$ cat config.mk
export PLATFORM = sky130hd
export DESIGN_NAME = pe_feeder
export DESIGN_NICKNAME = d
export VERILOG_FILES = /design/src/rtl/pe_feeder.sv
export SDC_FILE = /design/constraint.sdc
export NUM_CORES = 1
export LEC_CHECK = 0
export ABC_AREA = 1
export ABC_CLOCK_PERIOD_IN_PS = 2050
export BUFFER_PORTS_ARGS = -buffer_cell sky130_fd_sc_hd__buf_2
export CAP_MARGIN = 0
export CORE_MARGIN = 4
export CORE_UTILIZATION = 47
export CTS_CLUSTER_DIAMETER = 30
export DETAILED_ROUTE_END_ITERATION = 8
export HOLD_SLACK_MARGIN = 0.08
export MAX_ROUTING_LAYER = met4
export PLACE_DENSITY_LB_ADDON = 0.05
export SYNTH_ARGS = -nofsm -noshare
export SYNTH_HDL_FRONTEND = slang
export SYNTH_SLANG_ARGS = --single-unit
$ cat constraint.sdc
create_clock -name clk -period 2.05 [get_ports clk]
set_clock_uncertainty 0.05 [all_clocks]
set_input_delay 0.41 -clock clk [delete_from_list [all_inputs] [get_ports clk]]
set_output_delay 0.41 -clock clk [all_outputs]
set_load 0.005 [all_outputs]
$ cat src/rtl/pe_feeder.sv
// Sequencer that fetches TAPS weight/feature words from two read buffers, shifts them
// into a multiply-accumulate PE and captures the PE's dot product.
module pe_feeder #(
    parameter int TAPS   = 5,
    parameter int ADDR_W = 10,
    parameter int DATA_W = 8
) (
    input  logic              clk,
    input  logic              rst,
    input  logic              start,
    input  logic              load_w,
    input  logic [ADDR_W-1:0] w_base,
    input  logic [ADDR_W-1:0] if_base,
    output logic              busy,
    output logic              done,
    output logic [31:0]       result_out,
    output logic              w_ren,
    output logic              if_ren,
    output logic [ADDR_W-1:0] w_addr,
    output logic [ADDR_W-1:0] if_addr,
    input  logic [DATA_W-1:0] w_rdata,
    input  logic [DATA_W-1:0] if_rdata,
    output logic              W_w,
    output logic              IF_w,
    output logic [DATA_W-1:0] W_in,
    output logic [DATA_W-1:0] IF_in,
    input  logic [31:0]       pe_result
);

    // state  | meaning
    // IDLE   | waiting for start
    // FETCH  | k=0..TAPS-1 issue reads; k=TAPS drains the last strobe
    // SETTLE | PE holds its final sum; result captured at end of cycle
    // DONE   | done pulse; start here launches the next run directly
    typedef enum logic [1:0] {IDLE, FETCH, SETTLE, DONE} state_t;

    localparam int K_W = $clog2(TAPS + 1);
    localparam logic [K_W-1:0] K_LAST  = K_W'(TAPS - 1);
    localparam logic [K_W-1:0] K_DRAIN = K_W'(TAPS);

    state_t         state, state_nxt;
    logic [K_W-1:0] k;
    logic           load_q;
    logic           w_resident;
    logic           launch;
    logic           load_eff;

    assign load_eff = load_w | ~w_resident;
    assign W_in     = w_rdata;
    assign IF_in    = if_rdata;

    always_comb begin
        state_nxt = state;
        launch    = 1'b0;
        busy      = 1'b0;
        done      = 1'b0;
        case (state)
            IDLE: begin
                if (start) begin
                    launch    = 1'b1;
                    state_nxt = FETCH;
                end
            end
            FETCH: begin
                busy = 1'b1;
                if (k == K_DRAIN) state_nxt = SETTLE;
            end
            SETTLE: begin
                busy      = 1'b1;
                state_nxt = DONE;
            end
            DONE: begin
                done = 1'b1;
                if (start) begin
                    launch    = 1'b1;
                    state_nxt = FETCH;
                end else begin
                    state_nxt = IDLE;
                end
            end
            default: state_nxt = IDLE;
        endcase
    end

    always_ff @(posedge clk) begin
        if (!rst) begin
            state      <= IDLE;
            k          <= '0;
            load_q     <= 1'b0;
            w_resident <= 1'b0;
            w_ren      <= 1'b0;
            if_ren     <= 1'b0;
            w_addr     <= '0;
            if_addr    <= '0;
            W_w        <= 1'b0;
            IF_w       <= 1'b0;
            result_out <= '0;
        end else begin
            state <= state_nxt;
            // Read data arrives one cycle after ren, so the strobe is ren delayed.
            W_w   <= w_ren;
            IF_w  <= if_ren;
            if (launch) begin
                k       <= '0;
                load_q  <= load_eff;
                if_ren  <= 1'b1;
                if_addr <= if_base;
                w_ren   <= load_eff;
                if (load_eff) w_addr <= w_base;
            end else if (state == FETCH) begin
                if (k != K_DRAIN) k <= k + 1'b1;
                if (k == K_LAST) begin
                    if_ren <= 1'b0;
                    w_ren  <= 1'b0;
                end else if (k < K_LAST) begin
                    if_addr <= if_addr + 1'b1;
                    if (load_q) w_addr <= w_addr + 1'b1;
                end
            end
            if (state == SETTLE) begin
                result_out <= pe_result;
                if (load_q) w_resident <= 1'b1;
            end
        end
    end

endmodule

==> results.json, run 1 <==
{
  "status": "complete, no violations",
  "r2r_end": "w_addr[2]",
  "dp_hpwl_um": 5363,
  "grt.total_usage_pct": 19.93,
  "placed_cells": 602,
  "final_cells": 618,
  "reg2reg_depth": 11,
  "post-route-period-util_pct": 88.30,
  "clock_latency_ns": 0.34,
  "syn_area_sq_um": 3089,
  "slowest_stage": "dfxtp_1",
  "place_congestion": 0.8836,
  "clk_pin_slew_worst_paths_ns": 0.08,
  "num_rows": 29,
  "root_buffer": "clkbuf_8",
  "worstSetupEndpoint": "w_addr[2]",
  "slew_headroom_pct": 59.60,
  "n_antenna_cell": 0,
  "vias": 3034,
  "h-tree-depth": 3,
  "place_ws_ns": 0.1212,
  "die-area_sq_um": 7933,
  "required_ns": 2.27,
  "final_nets": 618,
  "die_y_um": 89.07,
  "fp.dieW_um": 89.07,
  "critical_path_class": "reg2reg",
  "tns_ns": 0,
  "setup_ws_ns": 0.2399,
  "path_cells": "inv_1, ha_1, inv_2, nand2_8, clkinv_8, nand2_4, nand2_2, nand2_4, inv_4, o21ai_0, a21oi_1",
  "fillers": 619,
  "final_cell_mix": "buf_2, nor2_1, nand2_1, dfxtp_1, o21ai_0",
  "grt_max_degree": 34,
  "yosysSeqAreaShare_pct": 40.83,
  "utilization_pct": 60.75,
  "initial_core_util_pct": 48.65,
  "cts_max_path_buffers": 2,
  "cap_violations": 0,
  "port_buffers": 113,
  "core_area_sq_um": 6350,
  "drtIter0Drc": 158,
  "fmax_ghz": 0.5525,
  "wl_um": 7527,
  "ys_warn_count": 0,
  "grt_pass1_wl_um": 12250,
  "cpMostUsedCell": "nand2_4",
  "cts_tree": "built",
  "layout_commonest_cell": "buf_2",
  "cts_setup_buffers": 0,
  "yosysUniqueCellTypes": 27,
  "hold_viol": 0,
  "min_path_type": "in2reg",
  "drc_errors": 0,
  "cp-startpoint": "state[1]",
  "area_delta_synth_final_pct": 24.87,
  "start_kind": "flop",
  "post-route-min-period_ns": 1.810,
  "setup_viol": 0,
  "cts_sinks": 63,
  "antenna_found_initial": 0,
  "drt_pass1_iterations": 4,
  "r2r_start": "state[1]",
  "arrival_ns": 2.03,
  "synth-seq-cells": 63,
  "cellPowerDensity_nw_per_um2": 1349,
  "crit_fanout": 17,
  "max_stage_delay_ns": 0.35,
  "power.leakage_nw": 1.976,
  "r2r_slack_ns": 0.24,
  "post_route_cells_drive_above_1_share_pct": 28.28,
  "routed_via_density": 4.909,
  "ir_worst_vdd_mv": 0.7362,
  "synth_area_per_cell_sq_um": 7.021,
  "grt_pass1_vias": 2803,
  "worstMarginPinSlew_ns": 0.6053,
  "cp-end-kind": "flop",
  "grt_overflow_total": 0,
  "rsz0062_at_grt": "no",
  "slew_violations": 0,
  "cts_made_buffers": 9,
  "antenna_violating_nets_post_route": 0,
  "syn_inst": 440,
  "io_pins": 146,
  "syn-num-nets": 522,
  "wl_per_cell_um": 12.18
}
## per-layer routing
layer  track usage, %  vias up  wire (um)
li1                 -     1572          -
met4            6.901        0        110
met5                -        -          0
met3            4.977       13        636
met2            30.77      108       3435
met1            25.44     1341       3344
## final cells by class
class | count | area (sq um) | area share [%]
repair buffers | 118 | 606.8 | 15.73
multi-input cells | 298 | 1460 | 37.85
clock inverters | 6 | 107.6 | 2.789
well taps | 77 | 96.34 | 2.498
clock buffers | 10 | 137.6 | 3.568
flip-flops and latches | 63 | 1261 | 32.70
inverters | 46 | 187.7 | 4.865
## registers in the layout, summed over array words and instances (netlist names)
signal      count
result_out     32
if_addr        10
w_addr         10
k               3
state           2
IF_w            1
W_w             1
if_ren          1
load_q          1
w_ren           1
w_resident      1
## cells by family (layout without fill, tap and decap cells)
kind of cell,Yosys count,in the layout,synth area share [%]
xor+xnor,2,2,0.5671
fa+ha+maj,10,10,4.050
buf+inv,79,180,12.19
flops,63,63,40.83
compound gates,83,83,14.50
simple gates,203,203,27.87
## through the flow
stage                     instance area (sq um)  power, mW  hold slack, ns
after CTS                                  3835      5.218          0.2307
after detailed placement                   3590      3.871          0.4005
final                                      3857      5.204          0.2415
after global routing                       3857      5.670          0.2398
after floorplan                            3089      3.198          0.3825
after global placement                     3590      3.831          0.3873
## worst max-delay path: cells and delay by family, from the launching register on
kind	cells	cell delay, ns
flops	1	0.35
compound gates	2	0.23
simple gates	4	0.34
fa+ha+maj	1	0.33
buf+inv	4	0.44
## timing repair
item / CTS / global route
setup endpoints to repair: 0 / 8
resized for setup: 0 / 5
hold buffers: 0 / 0
endpoints found under the hold margin: 0 / 0
## how the worst min path moves through the flow
stage	from	cells after the start	to
floorplan	if_ren	2	IF_w
global placement	if_ren	2	IF_w
detailed placement	if_ren	2	IF_w
CTS	pe_result[24]	3	result_out[24]
global route	pe_result[8]	3	result_out[8]
finish	pe_result[24]	3	result_out[24]
## report_power, final
part / internal [mW] / switching, mW
clock network: 0.837 / 0.499
logic: 0.791 / 1.21
registers: 1.61 / 0.258
total: 3.24 / 1.96
## Yosys cell counts (all sizes together)
cell,count,area share [%]
clkbuf,10,1.2
nand3b,2,0.49
nor2,94,12
o21bai,1,0.24
dfxtp,63,41
inv,45,5.5
nand3,23,3.7
a31oi,1,0.20
o21ai,55,8.9
xor2,2,0.57
o22ai,1,0.20
nand4,5,1.0
buf,23,5.2
o211ai,3,0.73
ha,10,4.1
a211oi,2,0.49
nand2,79,11
clkinv,1,0.28
a21oi,20,3.7
No activity file was read; power rests on OpenSTA's default activity.
==> run 2, diff against run 1 <==
--- a/config.mk
+++ b/config.mk
@@ -5,12 +5,11 @@
 export SDC_FILE = /design/constraint.sdc
 export NUM_CORES = 1
 export LEC_CHECK = 0
-export ABC_AREA = 1
 export ABC_CLOCK_PERIOD_IN_PS = 2050
 export BUFFER_PORTS_ARGS = -buffer_cell sky130_fd_sc_hd__buf_2
 export CAP_MARGIN = 0
 export CORE_MARGIN = 4
-export CORE_UTILIZATION = 47
+export CORE_UTILIZATION = 46
 export CTS_CLUSTER_DIAMETER = 30
 export DETAILED_ROUTE_END_ITERATION = 8
 export HOLD_SLACK_MARGIN = 0.08
@@ -19,3 +18,4 @@
 export SYNTH_ARGS = -nofsm -noshare
 export SYNTH_HDL_FRONTEND = slang
 export SYNTH_SLANG_ARGS = --single-unit
+export TNS_END_PERCENT = 1
==> results.json, run 2 <==
{
  "start_kind": "flop",
  "synth-seq-cells": 63,
  "synth.top_cells.by_count": "dfxtp_1, nor2_1, mux2i_1",
  "final_nets": 500,
  "cts_max_path_buffers": 2,
  "critical_path_class": "reg2reg",
  "root_buffer": "clkbuf_8",
  "yosysSeqAreaShare_pct": 43.50,
  "hold_viol": 0,
  "layout_commonest_cell": "buf_2",
  "power.leakage_nw": 1.649,
  "drc_errors": 0,
  "cellPowerDensity_nw_per_um2": 1328,
  "cts_sinks": 63,
  "place_congestion": 0.7726,
  "p_comb_share_pct": 37.4,
  "synth_top_area_share_pct": 43.50,
  "routed_via_density": 5.119,
  "antenna_violating_nets_post_route": 0,
  "synth_area_per_cell_sq_um": 9.174,
  "cp-end-kind": "flop",
  "initial_core_util_pct": 48.11,
  "wl_per_cell_um": 13.79,
  "largest_reg_flops": 32,
  "fp.dieW_um": 87.39,
  "die-area_sq_um": 7636,
  "wl_um": 6853,
  "post-route-period-util_pct": 93.75,
  "utilization_pct": 61.46,
  "synth_mux_area_share_pct": 13.03,
  "power.internal_mw": 3.265,
  "ys.flop_type": "dfxtp_1",
  "synth_top_family_by_area": "simple AND/OR/NAND/NOR gates",
  "cts_made_buffers": 9,
  "status": "complete, no violations",
  "required_ns": 2.20,
  "dp_hpwl_um": 4868,
  "grt_overflow_total": 0,
  "cts_hold_buf": 0,
  "yosysTopAreaCell": "dfxtp_1",
  "grt_pass1_wl_um": 11570,
  "antenna_found_initial": 0,
  "crit_fanout": 10,
  "vias": 2544,
  "slew_headroom_pct": 76.54,
  "final_cell_mix": "buf_2, dfxtp_1, nor2_1, mux2i_1, a21oi_1",
  "placed_cells": 479,
  "syn-num-nets": 398,
  "synthSimpleGateAreaFrac_pct": 16.49,
  "ys_warn_count": 0,
  "grt.total_usage_pct": 19.77,
  "regMostFlops": "result_out",
  "synth-compound-area-share_pct": 11.70,
  "syn_area_sq_um": 2899,
  "grt_pass1_vias": 2509,
  "ir_worst_vdd_mv": 0.7157,
  "clockPowerShare_pct": 25.6,
  "yosysUniqueCellTypes": 43,
  "yosysMostFrequentCell": "dfxtp_1",
  "cts_tree": "built",
  "setup_ws_ns": 0.1282,
  "clk_pin_slew_worst_paths_ns": 0.07,
  "setup_viol": 0,
  "synthTopCellsByArea": "dfxtp_1, mux2i_1, nor2_1",
  "yosys.area_share.adder_pct": 4.316,
  "final_cells": 497,
  "n_antenna_cell": 0,
  "cap_violations": 0,
  "place_ws_ns": 0.06395,
  "tns_ns": 0,
  "die_y_um": 87.39,
  "clock_latency_ns": 0.33,
  "arrival_ns": 2.08,
  "num_rows": 28,
  "drt_pass1_iterations": 6,
  "h-tree-depth": 3,
  "largestRegisters": "result_out: 32 flops, if_addr: 10 flops, w_addr: 10 flops",
  "io_pins": 146,
  "grt_max_degree": 44,
  "min_path_type": "in2reg",
  "placed_area_sq_um": 3446,
  "swShare_pct": 33.60,
  "syn_inst": 316,
  "port_buffers": 113,
  "synth-xor-area-share_pct": 3.021,
  "core_area_sq_um": 6026,
  "seq_power_share_pct": 37.0,
  "switchingPower_mw": 1.652,
  "drtIter0Drc": 139,
  "post-route-min-period_ns": 1.922,
  "post_route_cells_drive_above_1_share_pct": 34.36,
  "synth_edf_count": 0,
  "fillers": 542,
  "async_flop_share_pct": 0,
  "worstMarginPinSlew_ns": 0.3515,
  "area_delta_synth_final_pct": 27.75,
  "slew_violations": 0,
  "postLayoutCellArea_sq_um": 3704,
  "fmax_ghz": 0.5203
}
==> run 2: power groups by stage <==
| stage | clock network [mW] | logic (mW) | registers [mW] |
|---|---|---|---|
| after floorplan | 0 | 1.20 | 1.82 |
| after global placement | 0 | 1.78 | 1.82 |
| after detailed placement | 0 | 1.81 | 1.83 |
| after CTS | 1.30 | 1.82 | 1.81 |
| after global routing | 1.35 | 2.09 | 1.88 |
| final | 1.26 | 1.84 | 1.82 |
==> run 2: critical path: stages (launching register included) <==
cell and delay, ns:
dfxtp_2 0.36, inv_1 0.08, ha_1 0.31, and2b_4 0.33, mux2_4 0.37, o211ai_1 0.19
o31ai_1 0.09
==> run 2: final timing paths <==
kind | end | slack (ns) | cells past startpoint | from
worst max-delay path | w_addr[5] | 0.13 | 6 | state[1]
worst min-delay path | result_out[2] | 0.26 | 3 | pe_result[2]
worst max register to register | w_addr[5] | 0.13 | 6 | state[1]
worst min register to register | load_q | 0.44 | 2 | load_q
==> run 2: logic make-up (layout without fill, tap and decap cells) <==
family | count (synthesis) | in the layout
flops | 63 | 63
compound gates | 55 | 55
buf+inv | 41 | 147
simple gates | 101 | 101
fa+ha+maj | 10 | 10
xor+xnor | 10 | 10
mux | 36 | 36
==> run 2: cell type report <==
cell class,instances,area (sq um),share of cell area [%]
Sequential cell,63,1264,34.12
Inverter,8,30.03,0.8108
Clock inverter,4,95.09,2.568
Tap cell,75,93.84,2.534
Multi-Input combinational cell,212,1416,38.24
Timing Repair Buffer,124,673.1,18.18
Clock buffer,11,131.4,3.547
==> run 2: per-stage QoR <==
stage / hold slack, ns / power, mW
after floorplan: 0.3950 / 3.026
after global placement: 0.4165 / 3.607
after CTS: 0.2432 / 4.925
after global routing: 0.2461 / 5.317
final: 0.2570 / 4.917
after detailed placement: 0.4293 / 3.639
==> run 2: timing repair <==
action / CTS / global route
setup endpoints to repair: 0 / 13
buffers inserted: 0 / 3
resized for setup: 0 / 4
==> run 2: routing by layer <==
layer  vias to the layer above  routed length, um  GRT usage [%]
met5                         -                  0              -
met4                         0                 53          5.300
met3                         6                715          9.177
met2                       112               3000          28.84
met1                      1131               3083          24.61
li1                       1295                  -              -
